--- config.mk ---
export PLATFORM = sky130hd
export DESIGN_NAME = vertex_stim_gen
export DESIGN_NICKNAME = d
export VERILOG_FILES = /design/src/rtl/vertex_stim_gen.sv
export SDC_FILE = /design/constraint.sdc
export NUM_CORES = 1
export LEC_CHECK = 0
export ABC_AREA = 1
export BUFFER_PORTS_ARGS = -buffer_cell sky130_fd_sc_hd__buf_2
export CORE_ASPECT_RATIO = 0.5
export CORE_MARGIN = 3
export CORE_UTILIZATION = 23
export CTS_CLUSTER_DIAMETER = 120
export CTS_CLUSTER_SIZE = 10
export DETAILED_ROUTE_END_ITERATION = 10
export PLACE_DENSITY_LB_ADDON = 0.15
export SETUP_SLACK_MARGIN = 0.5
export SYNTH_ARGS = -nofsm -noshare
export SYNTH_HDL_FRONTEND = slang
export SYNTH_SLANG_ARGS = --single-unit
--- constraint.sdc ---
create_clock -name clk_in -period 3.6 [get_ports clk_in]
set_input_delay 0.72 -clock clk_in [delete_from_list [all_inputs] [get_ports clk_in]]
set_output_delay 0.72 -clock clk_in [all_outputs]
set_load 0.1 [all_outputs]
--- src/rtl/vertex_stim_gen.sv ---
// On-chip vertex stimulus source: fills a payload register word by word from
// xorshift32, a ramp, or zeros, then presents it over a valid/ready handshake.
module vertex_stim_gen #(
  parameter int unsigned N_VERT    = 3,
  parameter int unsigned XWIDTH    = 17,
  parameter int unsigned YWIDTH    = 17,
  parameter int unsigned ZWIDTH    = 29,
  parameter int unsigned CNT_WIDTH = 16,
  parameter logic [31:0] SEED      = 32'h0000_0001
) (
  input  logic                       clk_in,
  input  logic                       rst_in,
  input  logic                       start_in,
  input  logic [1:0]                 mode_in,
  input  logic [CNT_WIDTH-1:0]       num_in,
  input  logic                       stop_in,
  input  logic                       ready_in,
  output logic                       valid_out,
  output logic [N_VERT*XWIDTH-1:0]   x,
  output logic [N_VERT*YWIDTH-1:0]   y,
  output logic [N_VERT*ZWIDTH-1:0]   z,
  output logic                       busy_out,
  output logic                       done_out,
  output logic [CNT_WIDTH-1:0]       sent_count_out
);

  localparam int unsigned TOTAL = N_VERT * (XWIDTH + YWIDTH + ZWIDTH);
  localparam int unsigned WORDS = (TOTAL + 31) / 32;
  localparam int unsigned KW    = (WORDS > 1) ? $clog2(WORDS) : 1;
  localparam int unsigned Y_OFF = N_VERT * XWIDTH;
  localparam int unsigned Z_OFF = N_VERT * (XWIDTH + YWIDTH);
  localparam logic [31:0] SEED_EFF = (SEED == 32'd0) ? 32'd1 : SEED;
  localparam logic [TOTAL-1:0] WMASK = TOTAL'(64'h0000_0000_FFFF_FFFF);

  typedef enum logic [1:0] {IDLE, FILL, PRESENT, DONE} state_t;

  state_t               state;
  logic [TOTAL-1:0]     s_q;
  logic [TOTAL-1:0]     s_rand;
  logic [TOTAL-1:0]     s_ramp;
  logic [TOTAL-1:0]     lane_mask;
  logic [31:0]          rng_q;
  logic [31:0]          rng_nx;
  logic [KW-1:0]        k_q;
  logic [1:0]           mode_q;
  logic [CNT_WIDTH-1:0] num_q;
  logic [CNT_WIDTH-1:0] cnt_nx;
  logic                 stop_pend;

  function automatic logic [31:0] xs_step(input logic [31:0] r);
    logic [31:0] t;
    t = r ^ (r << 13);
    t = t ^ (t >> 17);
    t = t ^ (t << 5);
    return t;
  endfunction

  // Random fill writes the fresh word into 32-bit lane k, upper lane truncated.
  always_comb begin
    rng_nx    = xs_step(rng_q);
    lane_mask = WMASK << {k_q, 5'b0};
    s_rand    = (s_q & ~lane_mask) | (TOTAL'({WORDS{rng_nx}}) & lane_mask);
    cnt_nx    = sent_count_out + CNT_WIDTH'(1);
  end

  for (genvar i = 0; i < N_VERT; i++) begin : g_ramp
    assign s_ramp[i*XWIDTH +: XWIDTH]         = XWIDTH'(sent_count_out);
    assign s_ramp[Y_OFF + i*YWIDTH +: YWIDTH] = YWIDTH'(sent_count_out);
    assign s_ramp[Z_OFF + i*ZWIDTH +: ZWIDTH] = ZWIDTH'(sent_count_out);
  end

  assign x = s_q[0 +: N_VERT*XWIDTH];
  assign y = s_q[Y_OFF +: N_VERT*YWIDTH];
  assign z = s_q[Z_OFF +: N_VERT*ZWIDTH];

  always_ff @(posedge clk_in) begin
    if (rst_in) begin
      state          <= IDLE;
      rng_q          <= SEED_EFF;
      s_q            <= '0;
      k_q            <= '0;
      mode_q         <= '0;
      num_q          <= '0;
      stop_pend      <= 1'b0;
      valid_out      <= 1'b0;
      busy_out       <= 1'b0;
      done_out       <= 1'b0;
      sent_count_out <= '0;
    end else begin
      case (state)
        IDLE: begin
          if (start_in) begin
            mode_q         <= mode_in;
            num_q          <= num_in;
            rng_q          <= SEED_EFF;
            sent_count_out <= '0;
            k_q            <= '0;
            stop_pend      <= 1'b0;
            busy_out       <= 1'b1;
            state          <= FILL;
          end
        end
        FILL: begin
          stop_pend <= stop_pend | stop_in;
          case (mode_q)
            2'd1:    s_q <= s_ramp;
            2'd2:    s_q <= '0;
            default: begin
              rng_q <= rng_nx;
              s_q   <= s_rand;
            end
          endcase
          if (k_q == KW'(WORDS - 1)) begin
            valid_out <= 1'b1;
            state     <= PRESENT;
          end else begin
            k_q <= k_q + KW'(1);
          end
        end
        PRESENT: begin
          stop_pend <= stop_pend | stop_in;
          if (ready_in) begin
            sent_count_out <= cnt_nx;
            valid_out      <= 1'b0;
            k_q            <= '0;
            // A stop arriving with the final handshake still ends the run.
            if (((num_q != '0) && (cnt_nx == num_q)) || stop_pend || stop_in) begin
              done_out <= 1'b1;
              state    <= DONE;
            end else begin
              state <= FILL;
            end
          end
        end
        DONE: begin
          done_out <= 1'b0;
          busy_out <= 1'b0;
          state    <= IDLE;
        end
        default: state <= IDLE;
      endcase
    end
  end

endmodule

==> results of run 1 <==
[cells by family after synthesis]
logic type,count (synthesis)
simple gates,598
buf+inv,248
compound gates,456
xor+xnor,44
flops,264
fa+ha+maj,12
[layout by cell type (no fill, tap or decap), drive strengths merged]
master    n
buf     272
nor2    118
a31oi    36
nand3    47
nand3b    1
a211oi    1
xor2     21
clkinv    2
xnor2    22
inv     162
nor3     23
o211ai    1
nand2   381
a21oi   213
o21bai    1
ha       12
o22ai    28
or2      21
dfxtp   264
xnor3     1
clkbuf   30
nand4     7
o21ai   175
a311oi    1
[layout make-up]
cell class / instances / share of cell area [%]
inverters: 162 / 4.19
multi-input cells: 1110 / 38.3
clock inverters: 2 / 0.172
repair buffers: 272 / 10.2
clock buffers: 30 / 5.15
flip-flops and latches: 264 / 36.2
well taps: 678 / 5.82
[metrics by stage]
stage | total power, mW | cells
3_3_place_gp | 11.4 | 2486
2_1_floorplan | 9.44 | 1622
4_1_cts | 14.2 | 2518
6_report | 14.0 | 2518
3_5_place_dp | 11.4 | 2486
5_1_grt | 14.7 | 2518
[layer usage]
layer | vias up | track usage, %
met5 | - | 0
met3 | 57 | 2.70
met4 | 0 | 3.80
li1 | 5725 | -
met1 | 5515 | 24.6
met2 | 237 | 31.5
[path summary, 6_finish.rpt]
kind	from	end	slack, ns
setup reg to reg	state[1]	s_q[184]	0.92
setup / recovery	state[1]	s_q[184]	0.92
hold reg to reg	s_q[118]	s_q[118]	0.46
hold / removal	mode_in[0]	mode_q[0]	0.41
[power breakdown]
part,internal [mW],switching (mW),total (mW)
registers,3.54,0.451,3.99
clock network,1.46,1.25,2.71
logic,1.12,6.21,7.34
[worst min-delay path, delay by kind of cell]
kind	cells	cell delay, ns
AO/OA/AOI/OAI	1	0.08
buffers and inverters	1	0.07
AND/OR/NAND/NOR	1	0.08
==> impl_metrics.toml, run 1 <==
[outcome]
status = "complete, no violations"

[setup_path]
worstSetupPathType = "reg2reg"
slowest_stage = "o21ai_4"
cp_common_cell = "inv_1"
r2r_cells = 8
arrival_ns = 3.11
crit_required_ns = 4.03
critPathMaxStageDelay_ns = 0.85
crit_cells = 8
critical-path-top-delay-family = "compound AO/OA/AOI/OAI gates"
end_kind = "register"
critical_path.cell_chain = "inv_1, ha_1, inv_1, o21ai_4, buf_4, o22ai_1, inv_1, nor2_1"
crit_fanout = 34
cp-start-kind = "register"
worst-path-buf-inv = 4

[cts]
clk_pin_slew_ns = 0.06
cts_root_buf = "clkbuf_16"
numCtsBuffers = 30
tritoncts = "built"
cts_resized = 0
cts.sinks = 264
postCtsSetupBuffers = 0
cts_buffer_depth = 3
holdBufCountCts = 0
h-tree-depth = 1
clock_latency_ns = 0.58

[placed_design]
pre_cts_ws_ns = 0.975
placed_area_um2 = 13800
port-buffer-count = 230
gp_congestion = 0.800
dp_hpwl_um = 36000

[grt]
gr-usage-all-layers_pct = 18.4
grt_pass1_vias = 11100
gr-total-overflow = 0
antenna_found_initial = 0
grt_max_degree = 109
grt_pass1_wl_um = 75400

[synth]
synth_commonest_cells = "nand2_1 (378), dfxtp_1 (264), a21oi_1 (213), o21ai_0 (172), inv_1 (159)"
synth_flop_cell = "dfxtp_1"
async_flop_share_pct = 0
synth.area.mux_share_pct = 0
synthCells = 1622
synth_edf_count = 0
synth_fa_ha_area_share_pct = 1.28
synth-compound-area-share_pct = 20.3
yosys_warnings = 0
seq_area_frac_synth_pct = 45.0
synthSimpleGateAreaFrac_pct = 21.0
synth_area_leaders = "dfxtp_1 (45%), nand2_1 (12%), a21oi_1 (9.1%)"
yosys.cell_types.count = 33
synth_top_family_by_area = "simple AND/OR/NAND/NOR gates"
synth_top_area_share_pct = 45.0
synth_area_um2 = 11700
synth_nets = 1657
synth.most_common_cell = "nand2_1"
synth_seq_cells = 264
syn_area_per_cell_um2 = 7.23
synth_top_cell_by_area = "dfxtp_1"
yosys.area_share.xor_xnor_pct = 4.42

[route]
wl_per_cell_um = 20.3
wl_met3_um = 2130
post_drt_via_cell_ratio = 4.58
drtIter0Drc = 879
drt_wl_total_um = 51100
drc = 0
dr.pass1.iters = 5
route.met2.wl_um = 24600
dr.max_layer_used = "met4"
ant_nets = 0
wl_met1_um = 23400
vias = 11500

[sta]
timing.hold.ws_ns = 0.412
fmax_mhz = 373
setup_viol = 0
tightest_slew_ns = 1.09
period_minus_slack_ns = 2.68
finClkSkew_ns = 0.0142
period_share_pct = 74.6
layout_setup_ws_ns = 0.916
hold_violations = 0
slew-limit-headroom_pct = 27.0
setup_tns_ns = 0
rsz0062_at_grt = "false"
maxSlewViolCount = 0

[run]
maxCapViolations = 0

[power]
pwr_density_cell_nw_per_um2 = 962
p_leak_nw = 6.13
ir_worst_vdd_uv = 633

[final_layout]
diodes = 0
layout.area.seq_um2 = 5290
drive_above_1_share_pct = 19.9
final_util_pct = 29.5
num-fill-cells = 5445
nNetsFinal = 1875
final_area_um2 = 14600
multiInputGateArea_um2 = 5580
layout-area-overhead-vs-synth_pct = 24.3

[floorplanning]
pin_count = 231
die_w_um = 325
fp.dieArea_um2 = 53900
initial_utilization_pct = 23.7
core_um2 = 49400
die_h_um = 166
std_cell_rows = 57

[worst_hold_path]
hold-path-cell-count = 3
worst_hold_path_type = "in2reg"
No activity file was read; power rests on OpenSTA's default activity.
==> run 2: changes to the inputs <==
==> constraint.sdc (replaced) <==
create_clock -name clk_in -period 2.39 [get_ports clk_in]
set_input_delay 0.478 -clock clk_in [delete_from_list [all_inputs] [get_ports clk_in]]
set_output_delay 0.478 -clock clk_in [all_outputs]
set_load 0.1 [all_outputs]
==> run 2 against run 1 <==
Effect of this change: largest cell class unchanged; non-clock buffer count up 57; register-to-register slack worse by 0.46 ns; flip-flop and latch count unchanged; worst setup slack worse by 0.46 ns; die area unchanged; cell count up 2.5%; core utilization up 2.5 points.
==> impl_metrics.toml, run 2 (same netlist as run 1, synthesis figures left out) <==
[setup_path]
slowest_stage = "dfxtp_4"
cp-start-kind = "register"
crit_required_ns = 2.86
arrival_ns = 2.40
worstSetupPathType = "reg2reg"
critPathMaxStageDelay_ns = 0.39
end_kind = "register"
critical_path.cell_chain = "ha_4, nand2_4, nor2_4, nand2_2, nand3_2, nand2_2, nor2_4, nand3_2, nor2_2, nand3_2, nand2_2, nand4_1, nand2_1, nor2_1"
crit_fanout = 7

[sta]
setup_viol = 0
slew-limit-headroom_pct = 64.9
period_minus_slack_ns = 1.94
setup_tns_ns = 0
rsz0062_at_grt = "true"
period_share_pct = 81.1
fmax_mhz = 516
hold_violations = 0
maxSlewViolCount = 0
tightest_slew_ns = 0.530
finClkSkew_ns = 0.0188

[grt]
gr-usage-all-layers_pct = 18.3
grt_pass1_vias = 11500
antenna_found_initial = 0
grt_max_degree = 97
gr-total-overflow = 0
grt_pass1_wl_um = 75600

[cts]
cts.sinks = 264
tritoncts = "built"
cts_buffer_depth = 3
clock_latency_ns = 0.59
h-tree-depth = 1
clk_pin_slew_ns = 0.06
numCtsBuffers = 30
cts_root_buf = "clkbuf_16"

[floorplanning]
die_w_um = 325
std_cell_rows = 57
die_h_um = 166
core_um2 = 49400
pin_count = 231
initial_utilization_pct = 23.7
fp.dieArea_um2 = 53900

[final_layout]
drive_above_1_share_pct = 27.2
num-fill-cells = 5357
layout-area-overhead-vs-synth_pct = 35.0
final_common_cell = "nand2_1"
nNetsFinal = 1932
mostFrequentLayoutCells = "nand2_1 (362), dfxtp_1 (239), a21oi_1 (209)"
diodes = 0
final_area_um2 = 15800

[power]
pwr_density_cell_nw_per_um2 = 1400
p_int_mw = 10.0
pwr-share-seq_pct = 27.4
pwr-share-comb_pct = 53.9
p_leak_nw = 6.45
switching_power_mw = 12.1
pwr-share-clk_pct = 18.7
ir_worst_vdd_uv = 1050
swShare_pct = 54.8

[placed_design]
port-buffer-count = 230
placed_area_um2 = 14100
gp_congestion = 0.820
dp_hpwl_um = 36300

[route]
vias = 11900
drtIter0Drc = 924
dr.pass1.iters = 7
drc = 0
ant_nets = 0
wl_per_cell_um = 19.8
post_drt_via_cell_ratio = 4.59
drt_wl_total_um = 51100

[outcome]
status = "complete, no violations"

[worst_hold_path]
worst_hold_path_type = "in2reg"

[run]
maxCapViolations = 0
run 2: layer usage:
layer  share of wire (%)  GRT usage (%)  wire (um)  up-vias
li1                    -              -          -     5841
met1                  44           24.0      22700     5667
met2                  49           31.9      25100      271
met3                 4.0           2.37       2060       71
met4                 2.5           4.43       1250        0
met5                   0              0          0        -
run 2: worst paths after layout:
path / start / to / slack [ns] / cells past startpoint
setup reg to reg: sent_count_out[0] / done_out / 0.45 / 14
hold reg to reg: s_q[122] / s_q[122] / 0.46 / 2
hold / removal: num_in[3] / num_q[3] / 0.18 / 3
setup / recovery: sent_count_out[0] / done_out / 0.45 / 14
run 2: timing repair:
| action | in CTS | in global routing |
|---|---|---|
| resized for setup | 93 | 109 |
| cloned | 0 | 0 |
| hold buffers | 0 | 0 |
| buffers inserted | 7 | 24 |
| pin swaps | 5 | 27 |
| setup endpoints to repair | 223 | 229 |
run 2: per-stage QoR:
step	std cells	utilization (%)	hold WS, ns	setup WS [ns]	power, mW
3_3_place_gp	2512	28.6	0.448	0.286	17.3
2_1_floorplan	1622	-	0.433	0.505	14.2
6_report	2580	32.0	0.178	0.452	22.2
4_1_cts	2556	30.9	0.156	0.440	21.8
5_1_grt	2580	32.0	0.180	0.257	23.1
3_5_place_dp	2512	28.6	0.455	0.258	17.3
run 2: worst max-delay path: cells and delay by family (launching register included):
kind	cells	cell delay, ns
simple gates	13	1.29
flops	1	0.39
fa+ha+maj	1	0.17
run 2: power groups by stage:
stage,clock (mW),combinational [mW],sequential (mW)
CTS,4.25,11.5,6.07
detailed placement,0,11.2,6.13
global placement,0,11.2,6.15
floorplan,0,2.92,11.3
global route,4.42,12.5,6.16
finish,4.14,12.0,6.06
run 2: final cells by class:
class / count / area, um^2 / share of cell area (%)
clock buffer: 35 / 769 / 4.86
inverter: 162 / 643 / 4.06
timing repair buffer: 329 / 2300 / 14.5
multi-input combinational: 1110 / 5890 / 37.2
tap: 678 / 848 / 5.36
sequential: 264 / 5350 / 33.8
clock inverter: 2 / 38.8 / 0.245
==> run 3: changes to the inputs <==
--- a/config.mk
+++ b/config.mk
@@ -5,7 +5,7 @@
 export SDC_FILE = /design/constraint.sdc
 export NUM_CORES = 1
 export LEC_CHECK = 0
-export ABC_AREA = 1
+export ABC_AREA = 0
 export BUFFER_PORTS_ARGS = -buffer_cell sky130_fd_sc_hd__buf_2
 export CORE_ASPECT_RATIO = 0.5
 export CORE_MARGIN = 3
==> constraint.sdc (replaced) <==
create_clock -name clk_in -period 1.6 [get_ports clk_in]
set_input_delay 0.32 -clock clk_in [delete_from_list [all_inputs] [get_ports clk_in]]
set_output_delay 0.32 -clock clk_in [all_outputs]
set_load 0.1 [all_outputs]
==> run 3 against run 2 <==
Effect of this change: the flow now finishes with violations (negative setup slack); critical path depth fell by 5; worst setup slack got worse by 1.1 ns; sequential power is 55% higher; power rose by 100%; maximum frequency fell by 13%; via count rose by 16%; critical path type unchanged; largest cell class is now buffers; largest power group unchanged.
==> impl_metrics.toml, run 3 <==
[setup_path]
critPathMaxStageDelay_ns = 0.44
crit_required_ns = 2.14
worst-path-buf-inv = 2
cp-start-kind = "register"
arrival_ns = 2.77
slowest_stage = "a2111oi_2"
end_kind = "register"
crit_fanout = 3
critical_path.cell_chain = "nand2_1, buf_4, nor2_4, buf_4, and3_1, a2111oi_2, a31oi_4, or4_1, nand3_1"
critical-path-top-delay-family = "simple AND/OR/NAND/NOR gates"
worstSetupPathType = "reg2reg"
cp_common_cell = "buf_4"

[synth]
synth_top_area_share_pct = 46.6
synth_nets = 1398
synth.most_common_cell = "nor2_1"
synth_seq_cells = 264
seq_area_frac_synth_pct = 46.6
synth_commonest_cells = "nor2_1 (275), dfxtp_1 (264), nand2_1 (130), o21ai_0 (110), clkbuf_1 (97)"
syn_area_per_cell_um2 = 8.33
yosys.cell_types.count = 53
synth_area_um2 = 11300
synth_flop_cell = "dfxtp_1"
async_flop_share_pct = 0
synth_edf_count = 0
synth_top_cell_by_area = "dfxtp_1"
yosys_warnings = 0
synth_area_leaders = "dfxtp_1 (47%), nor2_1 (9.1%), o211ai_1 (6.3%)"
synthCells = 1363

[power]
p_int_mw = 24.0
pwr-share-seq_pct = 21.1
p_leak_nw = 9.95
swShare_pct = 46.3
pwr_density_cell_nw_per_um2 = 1680
switching_power_mw = 20.7
pwr-share-comb_pct = 64.7
p_total_mw = 44.7
pwr-share-clk_pct = 14.2
ir_worst_vdd_uv = 1140

[sta]
setup_viol = 246
period_minus_slack_ns = 2.23
hold_violations = 0
slew-limit-headroom_pct = 67.0
finClkSkew_ns = 0.0220
tightest_slew_ns = 0.495
maxSlewViolCount = 0
fmax_mhz = 447
layout_setup_ws_ns = -0.635
period_share_pct = 140
rsz0062_at_grt = "true"
timing.hold.ws_ns = 0.0291

[final_layout]
num-fill-cells = 3843
stdcell_count = 2690
nNetsFinal = 2079
mostFrequentLayoutCells = "buf_12 (295), buf_4 (259), nor2_1 (233)"
final_common_cell = "buf_12"
layout-area-overhead-vs-synth_pct = 134
multiInputGateArea_um2 = 8780
layout.area.seq_um2 = 5850
drive_above_1_share_pct = 67.6
diodes = 0

[route]
drt_wl_total_um = 65200
ant_nets = 0
dr.pass1.iters = 5
wl_per_cell_um = 24.2
drc = 0
post_drt_via_cell_ratio = 5.10
drtIter0Drc = 1093
vias = 13700

[grt]
grt_pass1_wl_um = 93900
grt_pass1_vias = 13700
gr-total-overflow = 0
grt_max_degree = 88
antenna_found_initial = 0
gr-usage-all-layers_pct = 23.9

[floorplanning]
initial_utilization_pct = 23.7
die_h_um = 163
fp.dieArea_um2 = 52200
core_um2 = 47800
std_cell_rows = 56
die_w_um = 320
pin_count = 231

[cts]
cts_root_buf = "clkbuf_16"
clock_latency_ns = 0.60
clk_pin_slew_ns = 0.07
h-tree-depth = 1
numCtsBuffers = 30
tritoncts = "built"
cts.sinks = 264
cts_buffer_depth = 3

[outcome]
violations = "negative setup slack"
status = "finished, violations left"

[placed_design]
pre_cts_ws_ns = -0.717
port-buffer-count = 230
dp.cells = 2385
gp_congestion = 0.799
dp_hpwl_um = 36400

[worst_hold_path]
worst_hold_path_type = "in2reg"

[run]
maxCapViolations = 0
[run 3: cell count changes in the layout (fill, tap and decap cells not counted), moves of 113 or more]
cell     previous run  this run
nand2_1           362        68
buf_12             10       295
dfxtp_1           239        29
a21oi_1           209        32
o21ai_0           171         3
nor2_1             87       233
inv_1             146         5
dfxtp_2            13       126
[run 3: cells by family (layout without fill, tap and decap cells)]
| group | Yosys count | count (layout) | share of synthesized area [%] |
|---|---|---|---|
| and+or+nand+nor | 477 | 496 | 17.9 |
| buffers and inverters | 121 | 786 | 4.13 |
| adders and majority gates | 12 | 12 | 1.32 |
| AOI/OAI and AO/OA | 401 | 406 | 23.3 |
| DFF | 264 | 264 | 46.6 |
| xor gates and xnor gates | 88 | 88 | 6.79 |
[run 3: final cells by class]
| cell class | count | area share, % |
|---|---|---|
| clock buffer | 38 | 2.94 |
| clock inverter | 2 | 0.146 |
| inverter | 14 | 0.296 |
| multi-input combinational | 1002 | 33.0 |
| sequential | 264 | 22.0 |
| tap | 638 | 3.00 |
| timing repair buffer | 732 | 38.6 |
[run 3: per-stage QoR]
| step | TNS (ns) | utilization [%] | instance area, um^2 |
|---|---|---|---|
| floorplan | -10.14 | - | 13500 |
| global placement | -21.40 | 36.2 | 17300 |
| detailed placement | -21.20 | 36.2 | 17300 |
| CTS | -35.64 | 52.7 | 25200 |
| global route | -58.53 | 55.7 | 26600 |
| finish | -41.93 | 55.7 | 26600 |
[run 3: tightest hold or removal path: stages]
cell and delay (ns):
buf_2 0.11, nand2_2 0.08, a21oi_1 0.06
[run 3: power by group through the flow]
stage                     clock network, mW  registers, mW  logic, mW
final                                  6.36           9.42       28.9
after global placement                    0           8.88       18.9
after detailed placement                  0           8.88       18.9
after floorplan                           0           15.4       6.53
after global routing                   6.73           9.52       29.8
after CTS                              6.47           9.43       26.8
[run 3: timing repair]
action	4_1_cts	5_1_grt
gates cloned	51	6
pin swaps	224	173
setup endpoints to repair	472	472
resized for setup	1217	195
hold buffers	17	0
hold endpoints to repair	17	0
buffers inserted	133	58
[run 3: path summary, 6_finish.rpt]
check        cells past startpoint        end  slack [ns]              start
max reg2reg                      9   done_out       -0.63  sent_count_out[5]
min reg2reg                      2  mode_q[1]        0.47          mode_q[1]
min                              3  mode_q[0]        0.03         mode_in[0]
max                              9   done_out       -0.63  sent_count_out[5]
[run 3: metal layers]
metal  vias up  wire, um  track usage [%]
met4         0      1810             6.22
met2       440     31800             40.8
met5         -         0                0
met3       136      3430             3.96
met1      6885     28100             31.4
li1       6261         -                -
